### src/rtl/pov_pkg.sv
// rtl/pov_pkg.sv - shared types and constants for the POV string receiver
// Contents: receiver state enum, NULL_CHAR terminator value, DATA_BITS per frame.
package pov_pkg;

  typedef enum logic [2:0] {
    ST_IDLE,
    ST_START,
    ST_DATA,
    ST_PARITY,
    ST_STOP,
    ST_STORE
  } rx_state_t;

  localparam logic [7:0] NULL_CHAR = 8'h00;
  localparam int         DATA_BITS = 8;

endpackage

### src/rtl/pov_string_buffer.sv
// rtl/pov_string_buffer.sv - DEPTH x 8 string storage, sync write / comb read
// Ports:
//   clk      in   write clock
//   i_we     in   write enable
//   i_waddr  in   write address
//   i_wdata  in   write data
//   i_raddr  in   read address
//   o_rdata  out  contents at i_raddr (combinational)
module pov_string_buffer #(
  parameter int DEPTH = 32,
  parameter int AW    = $clog2(DEPTH)
) (
  input  logic          clk,
  input  logic          i_we,
  input  logic [AW-1:0] i_waddr,
  input  logic [7:0]    i_wdata,
  input  logic [AW-1:0] i_raddr,
  output logic [7:0]    o_rdata
);

  // Contents are intentionally not reset.
  logic [7:0] r_mem [DEPTH];

  always_ff @(posedge clk) begin
    if (i_we) r_mem[i_waddr] <= i_wdata;
  end

  assign o_rdata = r_mem[i_raddr];

endmodule

### src/rtl/pov_string_receiver.sv
// rtl/pov_string_receiver.sv - UART receive controller filling a null-terminated string buffer
// Optional feature macro: POV_RX_PARITY_EN (adds an even-parity bit after the data bits).
// Ports:
//   clk         in   system clock
//   Reset       in   asynchronous active-low reset
//   RxD         in   asynchronous serial line, idles high
//   Ack         in   transmitter has consumed the string; clears Complete
//   RdAddr      in   buffer read address
//   RdData      out  buffer contents at RdAddr (combinational)
//   Complete    out  null-terminated string ready (level)
//   Length      out  characters before the terminator
//   FrameError  out  one-cycle pulse on bad stop (or parity) bit
//   Overflow    out  one-cycle pulse on buffer full or character dropped
module pov_string_receiver
  import pov_pkg::*;
#(
  parameter int CLKS_PER_BIT = 16,
  parameter int DEPTH        = 32,
  parameter int AW           = $clog2(DEPTH)
) (
  input  logic          clk,
  input  logic          Reset,
  input  logic          RxD,
  input  logic          Ack,
  input  logic [AW-1:0] RdAddr,
  output logic [7:0]    RdData,
  output logic          Complete,
  output logic [AW-1:0] Length,
  output logic          FrameError,
  output logic          Overflow
);

  localparam int            CW        = $clog2(CLKS_PER_BIT);
  localparam logic [CW-1:0] HALF_LAST = CW'(CLKS_PER_BIT / 2 - 1);
  localparam logic [CW-1:0] BIT_LAST  = CW'(CLKS_PER_BIT - 1);
  localparam logic [AW-1:0] PTR_LAST  = AW'(DEPTH - 1);

  logic                 r_rx_meta;
  logic                 r_rx_sync;
  rx_state_t            r_state;
  logic [CW-1:0]        r_cnt;
  logic [2:0]           r_bit_idx;
  logic [DATA_BITS-1:0] r_shift;
  logic [AW-1:0]        r_wptr;
  logic                 r_complete;
  logic [AW-1:0]        r_length;
  logic                 r_frame_err;
  logic                 r_overflow;

  logic                 w_is_null;
  logic                 w_at_last;
  logic                 w_we;
  logic [7:0]           w_wdata;

  assign w_is_null = (r_shift == NULL_CHAR);
  assign w_at_last = (r_wptr == PTR_LAST);
  // Writes are blocked while a finished string awaits Ack.
  assign w_we      = (r_state == ST_STORE) && !r_complete;
  // The last slot always receives the terminator so the string stays null-terminated.
  assign w_wdata   = w_at_last ? NULL_CHAR : r_shift;

  always_ff @(posedge clk or negedge Reset) begin
    if (!Reset) begin
      r_rx_meta   <= 1'b1;
      r_rx_sync   <= 1'b1;
      r_state     <= ST_IDLE;
      r_cnt       <= '0;
      r_bit_idx   <= '0;
      r_shift     <= '0;
      r_wptr      <= '0;
      r_complete  <= 1'b0;
      r_length    <= '0;
      r_frame_err <= 1'b0;
      r_overflow  <= 1'b0;
    end else begin
      r_rx_meta   <= RxD;
      r_rx_sync   <= r_rx_meta;
      r_frame_err <= 1'b0;
      r_overflow  <= 1'b0;
      // A Store that sets Complete below overrides this clear.
      if (Ack) r_complete <= 1'b0;

      case (r_state)
        ST_IDLE: begin
          if (!r_rx_sync) begin
            r_cnt   <= '0;
            r_state <= ST_START;
          end
        end

        ST_START: begin
          if (r_cnt == HALF_LAST) begin
            r_cnt     <= '0;
            r_bit_idx <= '0;
            r_state   <= r_rx_sync ? ST_IDLE : ST_DATA;
          end else begin
            r_cnt <= r_cnt + 1'b1;
          end
        end

        ST_DATA: begin
          if (r_cnt == BIT_LAST) begin
            r_cnt     <= '0;
            r_shift   <= {r_rx_sync, r_shift[DATA_BITS-1:1]};
            r_bit_idx <= r_bit_idx + 1'b1;
            if (r_bit_idx == 3'(DATA_BITS - 1)) begin
`ifdef POV_RX_PARITY_EN
              r_state <= ST_PARITY;
`else
              r_state <= ST_STOP;
`endif
            end
          end else begin
            r_cnt <= r_cnt + 1'b1;
          end
        end

`ifdef POV_RX_PARITY_EN
        ST_PARITY: begin
          if (r_cnt == BIT_LAST) begin
            r_cnt <= '0;
            // Even parity: data bits plus parity bit must have an even count of ones.
            if (^{r_shift, r_rx_sync}) begin
              r_frame_err <= 1'b1;
              r_wptr      <= '0;
              r_state     <= ST_IDLE;
            end else begin
              r_state <= ST_STOP;
            end
          end else begin
            r_cnt <= r_cnt + 1'b1;
          end
        end
`endif

        ST_STOP: begin
          if (r_cnt == BIT_LAST) begin
            r_cnt <= '0;
            if (r_rx_sync) begin
              r_state <= ST_STORE;
            end else begin
              r_frame_err <= 1'b1;
              r_wptr      <= '0;
              r_state     <= ST_IDLE;
            end
          end else begin
            r_cnt <= r_cnt + 1'b1;
          end
        end

        ST_STORE: begin
          r_state <= ST_IDLE;
          if (r_complete) begin
            r_overflow <= 1'b1;
          end else if (w_is_null) begin
            r_length   <= r_wptr;
            r_wptr     <= '0;
            r_complete <= 1'b1;
          end else if (w_at_last) begin
            r_overflow <= 1'b1;
            r_length   <= PTR_LAST;
            r_wptr     <= '0;
            r_complete <= 1'b1;
          end else begin
            r_wptr <= r_wptr + 1'b1;
          end
        end

        default: r_state <= ST_IDLE;
      endcase
    end
  end

  pov_string_buffer #(
    .DEPTH (DEPTH),
    .AW    (AW)
  ) u_buffer (
    .clk     (clk),
    .i_we    (w_we),
    .i_waddr (r_wptr),
    .i_wdata (w_wdata),
    .i_raddr (RdAddr),
    .o_rdata (RdData)
  );

  assign Complete   = r_complete;
  assign Length     = r_length;
  assign FrameError = r_frame_err;
  assign Overflow   = r_overflow;

endmodule

### config.mk
export PLATFORM = sky130hd
export DESIGN_NAME = pov_string_receiver
export DESIGN_NICKNAME = d
export VERILOG_FILES = /design/src/rtl/pov_pkg.sv /design/src/rtl/pov_string_buffer.sv /design/src/rtl/pov_string_receiver.sv
export SDC_FILE = /design/constraint.sdc
export NUM_CORES = 1
export LEC_CHECK = 0
export BUFFER_PORTS_ARGS = -buffer_cell sky130_fd_sc_hd__buf_2
export CAP_MARGIN = 20
export CORE_MARGIN = 2
export CORE_UTILIZATION = 45
export DETAILED_ROUTE_END_ITERATION = 6
export HOLD_SLACK_MARGIN = 0.12
export MAX_ROUTING_LAYER = met4
export PLACE_DENSITY = 0.74
export SKIP_CTS_REPAIR_TIMING = 1
export SLEW_MARGIN = 5
export SYNTH_ARGS = -nofsm -noshare
export SYNTH_HDL_FRONTEND = slang
export SYNTH_HIERARCHICAL = 1
export SYNTH_SLANG_ARGS = --single-unit
### constraint.sdc
create_clock -name clk -period 2.65 [get_ports clk]
set_clock_uncertainty 0.15 [all_clocks]
set_input_delay 0.53 -clock clk [delete_from_list [all_inputs] [get_ports clk]]
set_output_delay 0.53 -clock clk [all_outputs]
set_load 0.02 [all_outputs]
==> summary.txt <==
Job
  • Max Cap Viol: 0

Layout
  • Layout cell share with drive strength beyond 1: 36.50%
  • Post-layout util: 54.20%
  • Nets: between 600 and 700
  • Antenna diode count: 0
  • Post-Layout Cell Count: approximately 1000
  • P&R area growth vs syn: 18.06%
  • Fillers: 1896

Logic synthesis
  • Warning count from the yosys run: 6
  • Mapped Nets: 580
  • Mean post-synth cell area: 20.48 sq um
  • Cell variety after synth: 50
  • Asr flop ratio synth: 11.42%
  • Register area share after synthesis: between 70% and 80%
  • Post-synthesis register bit count: 289
  • Cells after synthesis: between 500 and 600
  • Mapped Area: 0.01159 sq mm
  • EDFF count, synth: approximately 260
  • Primary FF master, synth: edfxtp_1

Die
  • I/O pin cnt: 25
  • DIE AREA: 0.02706 sq mm
  • Core Area: 0.02525 sq mm
  • Die Y: 164.5 um
  • Initial Utilization: a little under half
  • Row count: between 50 and 60
  • Die X: about 160 um

Timing
  • RSZ-0062 raised after global routing: true
  • F_max: 319.6 MHz
  • Min setup slack post-route: -479.0 ps
  • Fin Setup TNS: -3591 ps
  • Fin. Hold Viols: 0
  • Final worst path period share: 118.1%
  • Max-slew headroom: 51.40%
  • Least-Margin Pin Slew: roughly 730 ps
  • Fin crit period: about 3100 ps
  • Final setup fails: 8
  • Fin. max-slew vios: 0
  • WHS: 207.2 ps

Detailed routing
  • ANT nets after route: 0
  • Number of DRC markers in iteration 0: roughly 600
  • Vias: about 5900
  • # DRC: 0
  • Drt first pass iters: 5
  • DR WL/cell: 24.36 um
  • Drt total wl: around 25000 um
  • DR vias/cell: just under 6

CTS
  • Clock sinks: ~290
  • Clock root buffer: clkbuf_16
  • Clock Latency Late Sink: between 500 and 600 ps
  • CTS max path bufs: 3
  • Number of H-tree levels: 1
  • Number of CTS-inserted buffers: 29
  • CTS tree: yes
  • Clock-pin slew on the worst setup and hold paths: around 60 ps

Placed design
  • Dpl cells: between 900 and 1000
  • Gp weighted congestion: a little over 0.8
  • Dpl ws: -565.6 ps
  • Input/output buffers: 24
  • Hpwl dp: between 15000 and 20000 um

Worst setup path
  • Kind of critical path: reg -> out
  • Crit-path max FO: 1
  • Req. time, crit path: roughly 2000 ps
  • Nature of the critical path startpoint: register
  • Worst Path Arrival: around 2500 ps
  • CP endpoint kind: primary output
  • Reg2Reg Setup Slack: 360 ps

Status
  • Status: finished, violations left
  • Violated checks: negative setup slack

Global route
  • GRT Residual Overflow: 0
  • First-pass GRT wire length: between 30000 and 40000 um
  • Vias in the first global route: just over 6000
  • Gr usage total: between 10% and 20%
  • Initial antenna violation count: 0
  • Largest net degree at the start of global routing: 34

Power
  • Power per Cell Area: about 750 mW/mm^2
  • Maximum VDD drop: between 0.4 and 0.5 mV
  • Static Leak: about 4.7 nW

Hold path
  • Worst Hold Class: reg -> reg
synth_stat cells, types with 2 or more instances:
| master | n | area share, % |
|---|---|---|
| nor2b_1 | 12 | 0.65 |
| buf_1 | 6 | 0.19 |
| buf_2 | 7 | 0.30 |
| nor3b_1 | 3 | 0.19 |
| o211ai_2 | 2 | 0.22 |
| dfstp_2 | 2 | 0.45 |
| o21bai_1 | 3 | 0.19 |
| nand2b_1 | 2 | 0.11 |
| buf_4 | 6 | 0.39 |
| inv_1 | 7 | 0.23 |
| ha_1 | 5 | 0.54 |
| o21ai_0 | 4 | 0.17 |
| a21oi_1 | 6 | 0.26 |
| o21a_1 | 2 | 0.13 |
| or3b_2 | 3 | 0.23 |
| o22a_1 | 5 | 0.38 |
| o41ai_1 | 2 | 0.15 |
| or4_4 | 2 | 0.19 |
| dfrtp_1 | 31 | 6.7 |
| nor3_1 | 4 | 0.17 |
| a221o_1 | 2 | 0.17 |
| a31oi_1 | 2 | 0.11 |
| edfxtp_1 | 256 | 66 |
| nor2_1 | 39 | 1.3 |
| mux4_2 | 80 | 16 |
| nand3b_1 | 6 | 0.39 |
| clkbuf_1 | 8 | 0.26 |
| nand3_1 | 5 | 0.22 |
| mux2_2 | 18 | 1.7 |
| nand2_1 | 12 | 0.39 |
| and3_1 | 5 | 0.27 |
flip-flops by register name, indices dropped and copies added (netlist names):
register	cells
Length	5
r_state	3
u_buffer/r_mem	256
Overflow	1
r_cnt	4
r_rx_meta	1
r_rx_sync	1
r_wptr	5
r_shift	8
Complete	1
r_bit_idx	3
FrameError	1
path summary, 6_finish.rpt:
check,from,to,depth (start not counted)
max,u_buffer/r_mem[31][5],RdData[5],4
min,r_rx_meta,r_rx_sync,0
max reg2reg,Complete,u_buffer/r_mem[12][7],4
min reg2reg,r_rx_meta,r_rx_sync,0
max in group asynchronous,Reset,Length[4],2
min in group asynchronous,Reset,r_state[1],2
kinds of logic (layout without fill, tap and decap cells):
logic type	count (synthesis)	in the layout	share of synthesized area, %
DFF	289	289	73.45
adders and majority gates	5	5	0.5396
and+or+nand+nor	103	103	4.803
AOI/OAI and AO/OA	35	35	2.320
muxes	99	99	17.42
buffers and inverters	35	154	1.468
metal layers:
metal / share of wire [%] / GRT usage, % / up-vias
met5: 0 / - / -
met4: 3.9 / 7.391 / 0
met3: 6.9 / 3.591 / 50
met2: 50 / 31.25 / 227
met1: 39 / 23.99 / 3096
li1: - / - / 2520
stage by stage:
stage | total power [mW] | instance area, sq um
finish | 10.22 | 13690
global route | 10.56 | 13690
detailed placement | 6.312 | 12580
global placement | 6.248 | 12580
floorplan | 6.005 | 11730
CTS | 10.24 | 13510
layout make-up:
class / count / area [sq um] / area share (%)
sequential: 289 / 8516 / 62.22
inverter: 7 / 26.28 / 0.1920
timing repair buffer: 93 / 844.6 / 6.171
clock inverter: 19 / 181.4 / 1.326
tap: 330 / 412.9 / 3.017
clock buffer: 35 / 748.2 / 5.467
multi-input combinational: 242 / 2958 / 21.61
power breakdown:
| part | total, mW | switching [mW] | internal [mW] |
|---|---|---|---|
| Sequential | 5.28 | 0.0815 | 5.19 |
| Combinational | 0.973 | 0.562 | 0.411 |
| Clock | 3.97 | 1.67 | 2.31 |
| Total | 10.2 | 2.31 | 7.91 |
critical path, stage by stage (launching register included):
cell	delay, ps
edfxtp_1	380
mux4_2	560
mux4_2	550
mux2_4	290
buf_6	130
cell usage in the layout (no fill, tap or decap), types with 4 or more instances in the layout:
cell type  synthesis  layout
clkinv_2           0       6
nor2b_1           12       4
buf_4              6      52
mux2_2            18      10
mux2_4             1       9
buf_12             0       7
nand3_1            5       5
nor2b_2            0       8
nor2_1            39      39
nand3b_1           6       6
clkbuf_1           8       6
nor3_1             4       4
mux4_2            80      80
ha_1               5       5
clkinv_1           0       7
inv_1              7       7
nand2_1           12      12
dfrtp_1           31      31
clkbuf_16          0      31
and3_1             5       5
a21oi_1            6       6
buf_6              1      11
o22a_1             5       5
o21ai_0            4       4
edfxtp_1         256     256
buf_2              7      16
(Power assumes the default switching activity.)
